$ cat config.mk
export PLATFORM = sky130hd
export DESIGN_NAME = seq_stack
export DESIGN_NICKNAME = d
export VERILOG_FILES = /design/src/rtl/seq_stack_pkg.sv /design/src/rtl/stack_regfile.sv /design/src/rtl/seq_stack.sv
export SDC_FILE = /design/constraint.sdc
export NUM_CORES = 1
export LEC_CHECK = 0
export CAP_MARGIN = 20
export CORE_AREA = 8 8 91 93
export DETAILED_ROUTE_END_ITERATION = 10
export DIE_AREA = 0 0 99 101
export PLACE_DENSITY = 0.75
export REMOVE_ABC_BUFFERS = 1
export SKIP_LAST_GASP = 1
export SYNTH_ARGS = -nofsm -noshare
export SYNTH_HDL_FRONTEND = slang
export SYNTH_SLANG_ARGS = --single-unit
$ cat constraint.sdc
create_clock -name i_clk -period 3.6 [get_ports i_clk]
set_clock_uncertainty 0.1 [all_clocks]
set_input_delay 0.72 -clock i_clk [delete_from_list [all_inputs] [get_ports i_clk]]
set_output_delay 0.72 -clock i_clk [all_outputs]
set_load 0.005 [all_outputs]
$ cat src/rtl/seq_stack_pkg.sv
// Shared helpers for the Simon sequence store.
package seq_stack_pkg;

    // Ceiling log2, used to size occupancy and pointer fields at elaboration.
    function automatic int unsigned clog2(input int unsigned value);
        int unsigned result;
        result = 0;
        for (int unsigned i = 0; i < 32; i++) begin
            if ((64'd1 << i) < 64'(value)) begin
                result = i + 1;
            end
        end
        return result;
    endfunction

endpackage

$ cat src/rtl/stack_regfile.sv
// Flop-based entry storage: one write port, two asynchronous read ports (top and replay).
module stack_regfile #(
    parameter int unsigned DATA_WIDTH = 2,
    parameter int unsigned DEPTH      = 16,
    parameter int unsigned AW         = 5
) (
    input  logic                  i_clk,
    input  logic                  i_we,
    input  logic [AW-1:0]         i_waddr,
    input  logic [DATA_WIDTH-1:0] i_wdata,
    input  logic [AW-1:0]         i_top_addr,
    output logic [DATA_WIDTH-1:0] o_top_data,
    input  logic [AW-1:0]         i_rd_addr,
    output logic [DATA_WIDTH-1:0] o_rd_data
);

    logic [DATA_WIDTH-1:0] r_mem [DEPTH];

    // Entry write; storage is not reset because every reader gates by occupancy.
    always_ff @(posedge i_clk) begin
        for (int unsigned i = 0; i < DEPTH; i++) begin
            if (i_we && (i_waddr == AW'(i))) begin
                r_mem[i] <= i_wdata;
            end
        end
    end

    // Decoded reads; an address at or beyond DEPTH reads as zero.
    always_comb begin
        o_top_data = '0;
        o_rd_data  = '0;
        for (int unsigned i = 0; i < DEPTH; i++) begin
            if (i_top_addr == AW'(i)) begin
                o_top_data = r_mem[i];
            end
            if (i_rd_addr == AW'(i)) begin
                o_rd_data = r_mem[i];
            end
        end
    end

endmodule

$ cat src/rtl/seq_stack.sv
// LIFO colour-sequence store with a bottom-up replay port, occupancy count and sticky errors.
module seq_stack
    import seq_stack_pkg::*;
#(
    parameter int unsigned DATA_WIDTH = 2,
    parameter int unsigned DEPTH      = 16,
    localparam int unsigned CW        = clog2(DEPTH + 1)
) (
    input  logic                  i_clk,
    input  logic                  i_rst_n,
    input  logic                  i_clear,
    input  logic                  i_push,
    input  logic                  i_pop,
    input  logic [DATA_WIDTH-1:0] i_data_in,
    output logic [DATA_WIDTH-1:0] o_data_out,
    input  logic                  i_rewind,
    input  logic                  i_next,
    output logic [DATA_WIDTH-1:0] o_rd_data,
    output logic                  o_rd_valid,
    output logic                  o_rd_last,
    output logic [CW-1:0]         o_count,
    output logic                  o_full,
    output logic                  o_empty,
    output logic                  o_overflow,
    output logic                  o_underflow
);

    logic [CW-1:0]         r_count;
    logic [CW-1:0]         r_ptr;
    logic                  r_overflow;
    logic                  r_underflow;

    logic [CW-1:0]         w_count_d;
    logic [CW-1:0]         w_ptr_d;
    logic                  w_overflow_d;
    logic                  w_underflow_d;
    logic                  w_we;
    logic [CW-1:0]         w_waddr;
    logic [CW-1:0]         w_top_addr;
    logic [DATA_WIDTH-1:0] w_top_data;
    logic [DATA_WIDTH-1:0] w_rd_data;
    logic                  w_full;
    logic                  w_empty;
    logic                  w_rd_valid;

    assign w_full     = (r_count == CW'(DEPTH));
    assign w_empty    = (r_count == '0);
    assign w_rd_valid = (r_ptr < r_count);
    assign w_top_addr = r_count - CW'(1);

    stack_regfile #(
        .DATA_WIDTH (DATA_WIDTH),
        .DEPTH      (DEPTH),
        .AW         (CW)
    ) u_regfile (
        .i_clk      (i_clk),
        .i_we       (w_we),
        .i_waddr    (w_waddr),
        .i_wdata    (i_data_in),
        .i_top_addr (w_top_addr),
        .o_top_data (w_top_data),
        .i_rd_addr  (r_ptr),
        .o_rd_data  (w_rd_data)
    );

    // Next-state for count, replay pointer, flags and the storage write.
    always_comb begin
        w_count_d     = r_count;
        w_ptr_d       = r_ptr;
        w_overflow_d  = r_overflow;
        w_underflow_d = r_underflow;
        w_we          = 1'b0;
        w_waddr       = r_count;
        if (i_clear) begin
            w_count_d     = '0;
            w_ptr_d       = '0;
            w_overflow_d  = 1'b0;
            w_underflow_d = 1'b0;
        end else begin
            unique case ({i_push, i_pop})
                2'b10: begin
                    if (w_full) begin
                        w_overflow_d = 1'b1;
                    end else begin
                        w_we      = 1'b1;
                        w_count_d = r_count + CW'(1);
                    end
                end
                2'b01: begin
                    if (w_empty) begin
                        w_underflow_d = 1'b1;
                    end else begin
                        w_count_d = r_count - CW'(1);
                    end
                end
                2'b11: begin
                    w_we = 1'b1;
                    if (w_empty) begin
                        w_count_d = r_count + CW'(1);
                    end else begin
                        // Replace top in place; legal even when full.
                        w_waddr = w_top_addr;
                    end
                end
                default: ;
            endcase
            if (i_rewind) begin
                w_ptr_d = '0;
            end else if (i_next && w_rd_valid) begin
                w_ptr_d = r_ptr + CW'(1);
            end
            // A pop may leave the pointer past the new top; pull it back to COUNT.
            if (w_ptr_d > w_count_d) begin
                w_ptr_d = w_count_d;
            end
        end
    end

    // State registers with asynchronous active-low reset.
    always_ff @(posedge i_clk or negedge i_rst_n) begin
        if (!i_rst_n) begin
            r_count     <= '0;
            r_ptr       <= '0;
            r_overflow  <= 1'b0;
            r_underflow <= 1'b0;
        end else begin
            r_count     <= w_count_d;
            r_ptr       <= w_ptr_d;
            r_overflow  <= w_overflow_d;
            r_underflow <= w_underflow_d;
        end
    end

    // Outputs come from registered state only; data gated so unwritten entries never leak.
    always_comb begin
        o_data_out  = w_empty ? '0 : w_top_data;
        o_rd_data   = w_rd_valid ? w_rd_data : '0;
        o_rd_valid  = w_rd_valid;
        o_rd_last   = w_rd_valid && (r_ptr == w_top_addr);
        o_count     = r_count;
        o_full      = w_full;
        o_empty     = w_empty;
        o_overflow  = r_overflow;
        o_underflow = r_underflow;
    end

endmodule

==> results of run 1 <==
## layer usage
layer,vias up,routed length (um),global-route usage (%)
met3,21,1050,3.80
met5,-,0,0
met2,205,5020,34.8
met1,1614,4640,29.4
met4,0,223,5.79
li1,1568,-,-
## path summary, 6_finish.rpt
check | end | slack [ns] | depth (start not counted)
max | r_ptr[3]$_DFF_PN0_ | 0.09 | 16
min | o_underflow$_DFFE_PN0P_ | 0.41 | 2
max reg2reg | r_ptr[3]$_DFF_PN0_ | 0.09 | 16
min reg2reg | o_underflow$_DFFE_PN0P_ | 0.41 | 2
max in group asynchronous | r_ptr[0]$_DFF_PN0_ | 2.35 | 1
min in group asynchronous | r_ptr[1]$_DFF_PN0_ | 0.68 | 1
## logic make-up (layout without fill, tap and decap cells)
| kind of cell | Yosys count | count (layout) | synth area share [%] |
|---|---|---|---|
| mux | 6 | 6 | 1.82 |
| xor+xnor | 15 | 15 | 4.42 |
| buf+inv | 46 | 95 | 6.21 |
| flops | 44 | 44 | 35.4 |
| fa+ha+maj | 22 | 22 | 7.65 |
| compound gates | 127 | 127 | 25.2 |
| simple gates | 136 | 136 | 19.3 |
## metrics by stage
step / TNS (ns) / std cells / total power, mW / hold WS (ns)
2_1_floorplan: -0.700 / 371 / 2.10 / 0.324
3_3_place_gp: 0 / 513 / 2.95 / 0.376
3_5_place_dp: 0 / 513 / 2.98 / 0.389
4_1_cts: 0 / 525 / 3.44 / 0.410
5_1_grt: -0.0465 / 527 / 3.77 / 0.448
6_report: 0 / 527 / 3.56 / 0.411
## layout by cell type (no fill, tap or decap), types with 17 or more instances in the layout
cell	n
clkdlybuf4s50_1	20
nor2_1	47
edfxtp_1	32
inv_1	17
nand2_1	28
buf_4	43
a21oi_1	26
o21ai_0	20
ha_1	18
## power breakdown
group,switching [mW],total [mW],internal [mW]
Clock,0.180,0.389,0.209
Sequential,0.0387,0.629,0.590
Combinational,1.39,2.54,1.15
Total,1.61,3.56,1.95
## state kept, by name, indices dropped and copies added, names as in the netlist
| name | count |
|---|---|
| u_regfile.r_mem | 32 |
| o_count | 5 |
| r_ptr | 5 |
| o_overflow | 1 |
| o_underflow | 1 |
## cell type report
type	count	area, sq um
clock buffer	5	68.8
clock inverter	3	46.3
fill	569	2650
inverter	21	78.8
multi-input combinational	306	2180
sequential	44	1260
tap	82	103
timing repair buffer	66	557
## worst min-delay path: cells and delay by family (launching register included)
kind	cells	cell delay, ns
flip-flops	1	0.35
AND/OR/NAND/NOR	1	0.07
AO/OA/AOI/OAI	1	0.05
## timing repair
item | in CTS | in global routing
buffers inserted | 4 | 2
pin swaps | 2 | 8
resized for setup | 8 | 20
endpoints found under the setup margin | 4 | 8
==> impl_metrics.yaml, run 1 <==
global_routing:
  overflow: 0
  grt_max_degree: 19
  grt_pass1_vias: 3172
  grt_util_all_layers_pct: 21.7
  antenna_found_initial: 0
  grt_pass1_wl_um: 17200
timing:
  fin_crit_sh_pct: 97.5
  rsz0062_at_grt: "yes"
  period_needed_ns: 3.51
  drv_slew: 0
  timing.fmax_mhz: 285
  finalSetupViolCount: 0
  worst_pin_slew_ns: 0.579
  max_slew_margin_pct: 60.4
  hold_viol: 0
  final.setup.worst_slack_ns: 0.0891
clock_tree:
  postCtsHoldBufs: 0
  numCtsBuffers: 5
  clock_path_buffers: 2
  cts_sinks: 44
  clk_pin_slew_ns: 0.09
  worstSkewPairLatency_ns: 0.30
  htree_levels: 2
  cts_tree: "built"
  cts-root-buf: "clkbuf_8"
synthesis:
  yosysTopAreaCellShare_pct: 26.9
  ys_async_sr_fraction_pct: 27.3
  synth-seq-area-share_pct: 35.4
  syn_avg_cell_area_sq_um: 9.00
  yosys_most_used_dff: "edfxtp_1"
  syn-cell-area_sq_um: 3570
  ys_warn_count: 0
  ys_types: 74
  synthCells: 396
  ys_top_cells_by_count: "nor2_1 (49), edfxtp_1 (32), nand2_1 (28)"
  synth_area_leaders: "edfxtp_1 (27%), dfrtp_1 (8.4%), ha_1 (7.4%)"
  synth.ff_latch_count: 44
  synth_most_common_cell: "nor2_1"
  synth_edf_count: 32
  synth_area_leader_cell: "edfxtp_1"
worst_setup_path:
  crit_chain: "inv_1 -> ha_1 -> or3b_4 -> buf_4 -> buf_4 -> a21oi_2 -> nor2_1 -> o31ai_4 -> inv_1 -> ha_1 -> nor2b_1 -> o21a_1 -> o21ai_0 -> a21oi_1 -> or2_2 -> o32ai_2"
  critPathTopFamily: "compound AO/OA/AOI/OAI gates"
  reg2reg_from: "o_count[0]$_DFF_PN0_"
  crit_path_start_kind: "register"
  critPathKind: "reg2reg"
  required_ns: 3.71
  critical-path-max-stage-delay_ns: 0.45
  worst-path-buf-inv: 4
  arrival_ns: 3.62
  endpoint_kind: "register"
  cp-startpoint: "o_count[0]$_DFF_PN0_"
  crit_slowest_cell: "or3b_4"
  cp_max_fo: 8
finish:
  syn_to_final_growth_pct: 20.4
  final_area_sq_um: 4290
  drive_gt1_share_pct: 19.3
  final_util_pct: 61.8
  diodes: 0
  nets: 474
place:
  portBuffers: 23
  place.gp.congestion: 0.998
  place_hpwl_um: 8080
  pre_cts_slack_ns: 0.0336
  placed_area_sq_um: 4030
die:
  die_area_sq_um: 10000
  die_x_um: 99
  die_h_um: 101
  ios: 24
  core_area_sq_um: 6940
  initial_utilization_pct: 51.4
  rows: 31
pwr:
  p_per_area_nw_per_um2: 829
  p_leak_nw: 1.60
  peakVddDrop_v: 0.000374
drt:
  antenna_left: 0
  viasPerCell: 6.47
  num_vias: 3408
  drt_first_pass_iters: 6
  route.detailed.drc: 0
  wl_per_cell_um: 20.8
  drt_iter0_drc: 482
  wirelength_um: 10900
worst_hold_path:
  hold_path_startpoint: "o_underflow$_DFFE_PN0P_"
  min_path_type: "reg2reg"
run_status:
  outcome: "complete, no violations"
job:
  cap_violations: 0
Power figures use the tool's default switching activity.
==> inputs of run 2 (changes only) <==
Settings changed: SLEW_MARGIN set to 20.
==> results of run 2 <==
The final DEF is identical to that of run 1; final timing and power are the same.
